==> src/rtl/traffic_signal_colors_pkg.sv <==
// rtl/traffic_signal_colors_pkg.sv - signal head color encoding shared with the controller
package traffic_signal_colors_pkg;

  // Encoding 2'd3 is not a legal color; the monitor treats it as an invalid output.
  typedef enum logic [1:0] {
    RED    = 2'd0,
    YELLOW = 2'd1,
    GREEN  = 2'd2
  } color_e;

endpackage

==> src/rtl/traffic_signal_conflict_monitor_if.sv <==
// rtl/traffic_signal_conflict_monitor_if.sv - signal head bundle and fault status seen by the conflict monitor
interface traffic_signal_conflict_monitor_if;
  import traffic_signal_colors_pkg::*;

  // NS vehicle channels 0-3
  color_e      signal_sb;
  color_e      signal_sb_turn;
  color_e      signal_nb;
  color_e      signal_nb_turn;
  // EW vehicle channels 4-7
  color_e      signal_wb;
  color_e      signal_wb_turn;
  color_e      signal_eb;
  color_e      signal_eb_turn;
  // pedestrian channels 8, 9
  color_e      ped_signal_ns;
  color_e      ped_signal_ew;
  // operator acknowledge
  logic        fault_clear;
  // monitor status
  logic        flash_en;
  logic        fault;
  logic [2:0]  fault_code;
  logic [3:0]  fault_channel;
  logic [7:0]  fault_count;

  // Controller / cabinet side: drives the heads and the acknowledge, observes status.
  modport master (
    output signal_sb, signal_sb_turn, signal_nb, signal_nb_turn,
    output signal_wb, signal_wb_turn, signal_eb, signal_eb_turn,
    output ped_signal_ns, ped_signal_ew, fault_clear,
    input  flash_en, fault, fault_code, fault_channel, fault_count
  );

  // Monitor side.
  modport slave (
    input  signal_sb, signal_sb_turn, signal_nb, signal_nb_turn,
    input  signal_wb, signal_wb_turn, signal_eb, signal_eb_turn,
    input  ped_signal_ns, ped_signal_ew, fault_clear,
    output flash_en, fault, fault_code, fault_channel, fault_count
  );

endinterface

==> src/rtl/traffic_signal_conflict_monitor.sv <==
// rtl/traffic_signal_conflict_monitor.sv - independent conflict/sequence watchdog that forces flash on a fault
module traffic_signal_conflict_monitor
  import traffic_signal_colors_pkg::*;
#(
  parameter int MIN_YELLOW       = 3,
  parameter int CONFLICT_PERSIST = 2,
  parameter int ALL_RED_CLEAR    = 5
) (
  input  logic                               clk,
  input  logic                               reset,
  traffic_signal_conflict_monitor_if.slave   mon
);

  localparam int YW = $clog2(MIN_YELLOW + 1);
  localparam int PW = $clog2(CONFLICT_PERSIST + 1);
  localparam int AW = $clog2(ALL_RED_CLEAR + 1);

  localparam logic [1:0]    INVALID_COLOR = 2'd3;
  localparam logic [YW-1:0] YMAX          = YW'(MIN_YELLOW);

  localparam logic [2:0] CODE_NONE     = 3'd0;
  localparam logic [2:0] CODE_CONFLICT = 3'd1;
  localparam logic [2:0] CODE_SKIP_Y   = 3'd2;
  localparam logic [2:0] CODE_SHORT_Y  = 3'd3;
  localparam logic [2:0] CODE_INVALID  = 3'd4;

  typedef enum logic [1:0] {
    S_MONITOR    = 2'd0,
    S_PENDING    = 2'd1,
    S_FAULT      = 2'd2,
    S_CLEAR_WAIT = 2'd3
  } state_e;

  // Channels whose simultaneous right-of-way is unsafe; row i lists the partners of channel i.
  function automatic logic [9:0] conflict_mask(input int idx);
    logic [9:0] m;
    case (idx)
      0:       m = 10'h2F8;  // sb:      EW 4-7, nb_turn, ped_ew
      1:       m = 10'h3F4;  // sb_turn: EW 4-7, nb, ped_ns, ped_ew
      2:       m = 10'h2F2;  // nb:      EW 4-7, sb_turn, ped_ew
      3:       m = 10'h3F1;  // nb_turn: EW 4-7, sb, ped_ns, ped_ew
      4:       m = 10'h18F;  // wb:      NS 0-3, eb_turn, ped_ns
      5:       m = 10'h34F;  // wb_turn: NS 0-3, eb, ped_ns, ped_ew
      6:       m = 10'h12F;  // eb:      NS 0-3, wb_turn, ped_ns
      7:       m = 10'h31F;  // eb_turn: NS 0-3, wb, ped_ns, ped_ew
      8:       m = 10'h0FA;  // ped_ns:  1, 3, 4-7
      9:       m = 10'h0AF;  // ped_ew:  0-3, 5, 7
      default: m = 10'h000;
    endcase
    return m;
  endfunction

  function automatic logic [3:0] lowest_index(input logic [9:0] v);
    logic [3:0] r;
    r = 4'd0;
    for (int i = 9; i >= 0; i--) begin
      if (v[i]) r = 4'(i);
    end
    return r;
  endfunction

  // Channel vector, index = channel number.
  logic [9:0][1:0] ch_w;
  assign ch_w = {mon.ped_signal_ew, mon.ped_signal_ns,
                 mon.signal_eb_turn, mon.signal_eb, mon.signal_wb_turn, mon.signal_wb,
                 mon.signal_nb_turn, mon.signal_nb, mon.signal_sb_turn, mon.signal_sb};

  state_e            state_q;
  logic [9:0][1:0]   prev_q, prev_d;
  logic [7:0][YW-1:0] ycnt_q, ycnt_d;
  logic [PW-1:0]     persist_q;
  logic [AW-1:0]     allred_q;
  logic              fault_q, flash_en_q;
  logic [2:0]        fault_code_q;
  logic [3:0]        fault_channel_q;
  logic [7:0]        fault_count_q;

  logic [9:0] active, invalid, conflict_hit;
  logic [7:0] skip_y, short_y;
  logic       conflict, persist_done, all_red, clear_done;
  logic [2:0] ev_code;
  logic [3:0] ev_channel;

  // Per-channel color classification, sequence rules and next prev/yellow-count values.
  always_comb begin
    prev_d  = prev_q;
    ycnt_d  = ycnt_q;
    active  = '0;
    invalid = '0;
    skip_y  = '0;
    short_y = '0;
    for (int i = 0; i < 10; i++) begin
      active[i]  = (ch_w[i] != RED);
      invalid[i] = (ch_w[i] == INVALID_COLOR);
      // An invalid sample keeps the last good color so the next legal sample is judged against it.
      if (!invalid[i]) prev_d[i] = ch_w[i];
    end
    for (int i = 0; i < 8; i++) begin
      if (!invalid[i]) begin
        if (prev_q[i] == GREEN && ch_w[i] == RED)    skip_y[i] = 1'b1;
        if (prev_q[i] == RED   && ch_w[i] == YELLOW) skip_y[i] = 1'b1;
        if (prev_q[i] == YELLOW && ch_w[i] == RED && ycnt_q[i] < YMAX) short_y[i] = 1'b1;
        if (ch_w[i] == YELLOW) begin
          if (prev_q[i] == YELLOW) begin
            ycnt_d[i] = (ycnt_q[i] < YMAX) ? ycnt_q[i] + YW'(1) : ycnt_q[i];
          end else begin
            ycnt_d[i] = YW'(1);
          end
        end else begin
          ycnt_d[i] = '0;
        end
      end
    end
  end

  // Conflict detection: a channel is involved if it is active with at least one active partner.
  always_comb begin
    conflict_hit = '0;
    for (int i = 0; i < 10; i++) begin
      conflict_hit[i] = active[i] & (|(active & conflict_mask(i)));
    end
    conflict     = |conflict_hit;
    // persist_q is 0 in MONITOR, so this also covers the CONFLICT_PERSIST == 1 case there.
    persist_done = (int'(persist_q) + 1) >= CONFLICT_PERSIST;
    all_red      = ~(|active);
    clear_done   = (state_q == S_CLEAR_WAIT) && all_red && ((int'(allred_q) + 1) >= ALL_RED_CLEAR);
  end

  // Event arbitration: invalid > persisted conflict > skipped yellow > short yellow, lowest channel wins.
  always_comb begin
    ev_code    = CODE_NONE;
    ev_channel = 4'd0;
    if (|invalid) begin
      ev_code    = CODE_INVALID;
      ev_channel = lowest_index(invalid);
    end else if (conflict && persist_done) begin
      ev_code    = CODE_CONFLICT;
      ev_channel = lowest_index(conflict_hit);
    end else if (|skip_y) begin
      ev_code    = CODE_SKIP_Y;
      ev_channel = lowest_index({2'b00, skip_y});
    end else if (|short_y) begin
      ev_code    = CODE_SHORT_Y;
      ev_channel = lowest_index({2'b00, short_y});
    end
  end

  // Color history: tracked in every state, reloaded to RED when monitoring resumes.
  always_ff @(posedge clk) begin
    if (reset || clear_done) begin
      prev_q <= '0;  // RED encodes as 0
      ycnt_q <= '0;
    end else begin
      prev_q <= prev_d;
      ycnt_q <= ycnt_d;
    end
  end

  // Monitor state machine with registered fault outputs.
  always_ff @(posedge clk) begin
    if (reset) begin
      state_q         <= S_MONITOR;
      persist_q       <= '0;
      allred_q        <= '0;
      fault_q         <= 1'b0;
      flash_en_q      <= 1'b0;
      fault_code_q    <= CODE_NONE;
      fault_channel_q <= 4'd0;
      fault_count_q   <= 8'd0;
    end else begin
      case (state_q)
        S_MONITOR, S_PENDING: begin
          if (ev_code != CODE_NONE) begin
            state_q         <= S_FAULT;
            persist_q       <= '0;
            fault_q         <= 1'b1;
            flash_en_q      <= 1'b1;
            fault_code_q    <= ev_code;
            fault_channel_q <= ev_channel;
            if (fault_count_q != 8'hFF) fault_count_q <= fault_count_q + 8'd1;
          end else if (conflict) begin
            state_q   <= S_PENDING;
            persist_q <= persist_q + PW'(1);
          end else begin
            state_q   <= S_MONITOR;
            persist_q <= '0;
          end
        end
        S_FAULT: begin
          if (mon.fault_clear) begin
            state_q  <= S_CLEAR_WAIT;
            allred_q <= '0;
          end
        end
        S_CLEAR_WAIT: begin
          if (clear_done) begin
            state_q         <= S_MONITOR;
            allred_q        <= '0;
            fault_q         <= 1'b0;
            flash_en_q      <= 1'b0;
            fault_code_q    <= CODE_NONE;
            fault_channel_q <= 4'd0;
          end else if (all_red) begin
            allred_q <= allred_q + AW'(1);
          end else begin
            allred_q <= '0;
          end
        end
        default: state_q <= S_MONITOR;
      endcase
    end
  end

  assign mon.flash_en      = flash_en_q;
  assign mon.fault         = fault_q;
  assign mon.fault_code    = fault_code_q;
  assign mon.fault_channel = fault_channel_q;
  assign mon.fault_count   = fault_count_q;

endmodule

==> src/flat_wrapper.sv <==
// flat-port wrapper written by rule: the top's interface ports become plain ports
module traffic_signal_conflict_monitor_flat import traffic_signal_colors_pkg::*;
#(
  parameter int MIN_YELLOW       = 3,
  parameter int CONFLICT_PERSIST = 2,
  parameter int ALL_RED_CLEAR    = 5
)
  (clk, reset, mon_signal_sb, mon_signal_sb_turn, mon_signal_nb, mon_signal_nb_turn, mon_signal_wb, mon_signal_wb_turn, mon_signal_eb, mon_signal_eb_turn, mon_ped_signal_ns, mon_ped_signal_ew, mon_fault_clear, mon_flash_en, mon_fault, mon_fault_code, mon_fault_channel, mon_fault_count);
  traffic_signal_conflict_monitor_if mon_i ();
  input  logic clk;
  input  logic reset;
  input wire logic [$bits(mon_i.signal_sb)-1:0] mon_signal_sb;
  input wire logic [$bits(mon_i.signal_sb_turn)-1:0] mon_signal_sb_turn;
  input wire logic [$bits(mon_i.signal_nb)-1:0] mon_signal_nb;
  input wire logic [$bits(mon_i.signal_nb_turn)-1:0] mon_signal_nb_turn;
  input wire logic [$bits(mon_i.signal_wb)-1:0] mon_signal_wb;
  input wire logic [$bits(mon_i.signal_wb_turn)-1:0] mon_signal_wb_turn;
  input wire logic [$bits(mon_i.signal_eb)-1:0] mon_signal_eb;
  input wire logic [$bits(mon_i.signal_eb_turn)-1:0] mon_signal_eb_turn;
  input wire logic [$bits(mon_i.ped_signal_ns)-1:0] mon_ped_signal_ns;
  input wire logic [$bits(mon_i.ped_signal_ew)-1:0] mon_ped_signal_ew;
  input wire logic [$bits(mon_i.fault_clear)-1:0] mon_fault_clear;
  output wire logic [$bits(mon_i.flash_en)-1:0] mon_flash_en;
  output wire logic [$bits(mon_i.fault)-1:0] mon_fault;
  output wire logic [$bits(mon_i.fault_code)-1:0] mon_fault_code;
  output wire logic [$bits(mon_i.fault_channel)-1:0] mon_fault_channel;
  output wire logic [$bits(mon_i.fault_count)-1:0] mon_fault_count;
  assign mon_i.signal_sb = mon_signal_sb;
  assign mon_i.signal_sb_turn = mon_signal_sb_turn;
  assign mon_i.signal_nb = mon_signal_nb;
  assign mon_i.signal_nb_turn = mon_signal_nb_turn;
  assign mon_i.signal_wb = mon_signal_wb;
  assign mon_i.signal_wb_turn = mon_signal_wb_turn;
  assign mon_i.signal_eb = mon_signal_eb;
  assign mon_i.signal_eb_turn = mon_signal_eb_turn;
  assign mon_i.ped_signal_ns = mon_ped_signal_ns;
  assign mon_i.ped_signal_ew = mon_ped_signal_ew;
  assign mon_i.fault_clear = mon_fault_clear;
  assign mon_flash_en = mon_i.flash_en;
  assign mon_fault = mon_i.fault;
  assign mon_fault_code = mon_i.fault_code;
  assign mon_fault_channel = mon_i.fault_channel;
  assign mon_fault_count = mon_i.fault_count;
  traffic_signal_conflict_monitor #(.MIN_YELLOW(MIN_YELLOW), .CONFLICT_PERSIST(CONFLICT_PERSIST), .ALL_RED_CLEAR(ALL_RED_CLEAR)) u_core (.clk(clk), .reset(reset), .mon(mon_i));
endmodule
==> config.mk <==
export PLATFORM = sky130hd
export DESIGN_NAME = traffic_signal_conflict_monitor_flat
export DESIGN_NICKNAME = d
export VERILOG_FILES = /design/src/rtl/traffic_signal_colors_pkg.sv /design/src/rtl/traffic_signal_conflict_monitor_if.sv /design/src/rtl/traffic_signal_conflict_monitor.sv /design/src/flat_wrapper.sv
export SDC_FILE = /design/constraint.sdc
export NUM_CORES = 1
export LEC_CHECK = 0
export ABC_AREA = 1
export ABC_CLOCK_PERIOD_IN_PS = 2200
export CORE_MARGIN = 8
export CORE_UTILIZATION = 64
export CTS_CLUSTER_DIAMETER = 80
export DETAILED_ROUTE_END_ITERATION = 12
export DONT_BUFFER_PORTS = 1
export PLACE_DENSITY = 0.8
export SYNTH_ARGS = -nofsm -noshare
export SYNTH_HDL_FRONTEND = slang
export SYNTH_SLANG_ARGS = --single-unit
==> constraint.sdc <==
create_clock -name clk -period 2.2 [get_ports clk]
set_clock_uncertainty 0.15 [all_clocks]
set_input_delay 0.33 -clock clk [delete_from_list [all_inputs] [get_ports clk]]
set_output_delay 0.33 -clock clk [all_outputs]
set_load 0.01 [all_outputs]
==> results.sh <==
export IMPL_fmax_ghz=0.474
export IMPL_clock_root_buffer="clkbuf_8"
export IMPL_grt_pass1_vias=3361
export IMPL_synth_top_area_share_pct=31.3
export IMPL_nNetsFinal=621
export IMPL_synth_top_area_cell="dfxtp_1"
export IMPL_cts_buffers=5
export IMPL_post_place_ws_ps=56.9
export IMPL_grt_antenna_before_repair=0
export IMPL_ys_warn_count=0
export IMPL_critPathLaunchType="flop"
export IMPL_path_clk_slew_ps=100
export IMPL_multi_input_area_mm2=0.00214
export IMPL_diodes=0
export IMPL_cts_sinks=55
export IMPL_power_mw=2.06
export IMPL_insertion_delay_ps=310
export IMPL_powerDensity_mw_per_mm2=505
export IMPL_fillers=436
export IMPL_drive_gt1_share_pct=18.8
export IMPL_wl_per_cell_um=12.9
export IMPL_power_leakage_nw=1.80
export IMPL_period_needed_ps=2110
export IMPL_yosys_register_bits=55
export IMPL_via_per_inst=5.47
export IMPL_setup_viol=0
export IMPL_dieWidth_um=90.1
export IMPL_ant_nets=0
export IMPL_cts_tree="yes"
export IMPL_slew_viol_final=0
export IMPL_synth_distinct_cells=38
export IMPL_regArea_mm2=0.00112
export IMPL_required_ps=2290
export IMPL_tns_ps=0
export IMPL_run_status="complete, no violations"
export IMPL_worst_pin_slew_ps=786
export IMPL_gp_congestion=1.01
export IMPL_drv_cap=0
export IMPL_syn2layout_area_growth_pct=15.9
export IMPL_final_cell_mix="141 x nand2_1, 84 x inv_1, 57 x nor2_1"
export IMPL_peakVddDrop_mv=0.342
export IMPL_initialDrtViolationCount=242
export IMPL_rows=27
export IMPL_hold_class="in2reg"
export IMPL_worstPathArrival_ps=2200
export IMPL_cts_max_path_buffers=2
export IMPL_dieArea_mm2=0.00813
export IMPL_initial_core_util_pct=65.1
export IMPL_boundaryPins=40
export IMPL_die_h_um=90.1
export IMPL_critical_path_class="reg2reg"
export IMPL_postSynthAreaPerCell_um2=6.35
export IMPL_grt_pass1_wl_um=14200
export IMPL_synth_area_mm2=0.00352
export IMPL_critPathMaxFanout=8
export IMPL_post_dp_hpwl_um=6350
export IMPL_dr_pass1_iters=5
export IMPL_cp_end_kind="flop"
export IMPL_ys_seq_area_share_pct=31.3
export IMPL_hold_viol_final=0
export IMPL_synth_net_count=590
export IMPL_htreeDepth=2
export IMPL_fp_coreArea_mm2=0.00541
export IMPL_overflow=0
export IMPL_num_vias=3596
export IMPL_synthCells=554
export IMPL_drc=0
export IMPL_period_share_pct=95.9
export IMPL_slew_headroom_pct=47.4
export IMPL_grt_usage_pct=20.1
export IMPL_final_common_cell="nand2_1"
export IMPL_grt_max_degree=33
export IMPL_synth_area_top_cells="dfxtp_1 31%, nand2_1 16%, inv_1 9.0%"
export IMPL_routed_wl_um=8470
export IMPL_fin_ws_ps=89.3
export IMPL_portBuffers=0
-- what timing repair did --
item | 4_1_cts | 5_1_grt
hold endpoints to repair | 33 | 0
buffers inserted | 0 | 3
hold buffers | 13 | 0
gates resized for setup | 0 | 48
setup endpoints to repair | 0 | 17
-- area by class of cell --
type / count / area share, %
clock inverter: 2 / 0.338
inverter: 94 / 8.65
multi-input combinational: 398 / 52.4
clock buffer: 6 / 2.03
tap: 72 / 2.21
timing repair buffer: 31 / 6.81
sequential: 55 / 27.6
-- worst max-delay path, stage by stage, from the launching register on --
cell and delay (ps):
dfxtp_2 350, ha_2 190, nor2_1 60, nand2_1 70, nand2_2 80, nor2_4 130
nand4_1 190, nor2_4 190, nand2_4 100, o21ai_4 290, nand2_1 110, a21oi_2 130
-- cell families after synthesis --
family / synth area share [%]
flip-flops: 31.3
XOR/XNOR: 0.996
AO/OA/AOI/OAI: 14.1
AND/OR/NAND/NOR: 37.8
adder cells (fa/ha/maj): 4.62
buffers and inverters: 11.2
-- through the flow --
stage	instance area, µm²	hold WS, ps	util (%)	instances
floorplan	3520	273	-	554
global placement	3700	251	68.4	634
detailed placement	3700	253	68.4	634
CTS	3920	0.566	72.6	655
global route	4080	1.99	75.4	658
finish	4080	5.60	75.4	658
-- power by group --
| part | internal, mW | leakage (nW) | switching, mW | total [mW] |
|---|---|---|---|---|
| registers | 1.04 | 0.457 | 0.0371 | 1.08 |
| logic | 0.145 | 1.30 | 0.240 | 0.385 |
| clock network | 0.258 | 0.0516 | 0.339 | 0.598 |
-- routing by layer --
layer	track usage, %	wire [µm]	up-vias
met1	23.5	3610	1615
li1	-	-	1846
met4	8.88	223	0
met2	34.3	4080	112
met3	4.41	556	23
met5	0	0	-
-- path summary, 6_finish.rpt --
| check | from | to | slack [ps] | cells past startpoint |
|---|---|---|---|---|
| min reg2reg | u_core.persist_q[1]$_SDFFE_PP0N_ | u_core.persist_q[1]$_SDFFE_PP0N_ | 330 | 2 |
| max | u_core.ycnt_q[14]$_SDFFE_PP0P_ | u_core.mon.fault_code[0]$_SDFFE_PP0P_ | 90 | 11 |
| min | mon_signal_wb[0] | u_core.prev_q[8]$_SDFFE_PP0P_ | 6 | 2 |
| max reg2reg | u_core.ycnt_q[14]$_SDFFE_PP0P_ | u_core.mon.fault_code[0]$_SDFFE_PP0P_ | 90 | 11 |
-- state kept, by name (all words and copies together) (netlist names) --
name	flops
u_core.prev_q	16
u_core.ycnt_q	16
u_core.persist_q	2
u_core.mon.fault_channel	4
u_core.mon.fault	1
u_core.mon.fault_code	3
u_core.mon.fault_count	8
u_core.state_q	2
u_core.allred_q	3
-- Yosys cell counts --
| library cell | instances |
|---|---|
| nand2_1 | 150 |
| inv_1 | 84 |
| nor2_1 | 59 |
| dfxtp_1 | 55 |
| nand3_1 | 35 |
| a21oi_1 | 29 |
| nor3_1 | 16 |
| o22ai_1 | 14 |
| ha_1 | 13 |
| o21ai_0 | 12 |
| inv_2 | 10 |
| a211oi_1 | 9 |
| a31oi_1 | 9 |
| nor2_2 | 9 |
| nand2_2 | 6 |
| o21ai_1 | 6 |
| nand4_1 | 5 |
| nor2_4 | 4 |
| and2_1 | 3 |
| buf_2 | 3 |
| clkbuf_1 | 2 |
| nand2_4 | 2 |
| nor4_1 | 2 |
| xnor2_1 | 2 |
| xor2_1 | 2 |
| a21boi_0 | 1 |
| a31o_2 | 1 |
| buf_4 | 1 |
| buf_6 | 1 |
| nand2_8 | 1 |
| nand3_2 | 1 |
| nand3b_1 | 1 |
| nor3_2 | 1 |
| nor3b_2 | 1 |
| o211ai_1 | 1 |
| o21ai_2 | 1 |
| o21ai_4 | 1 |
| or2_2 | 1 |
No activity file was read; power rests on OpenSTA's default activity.
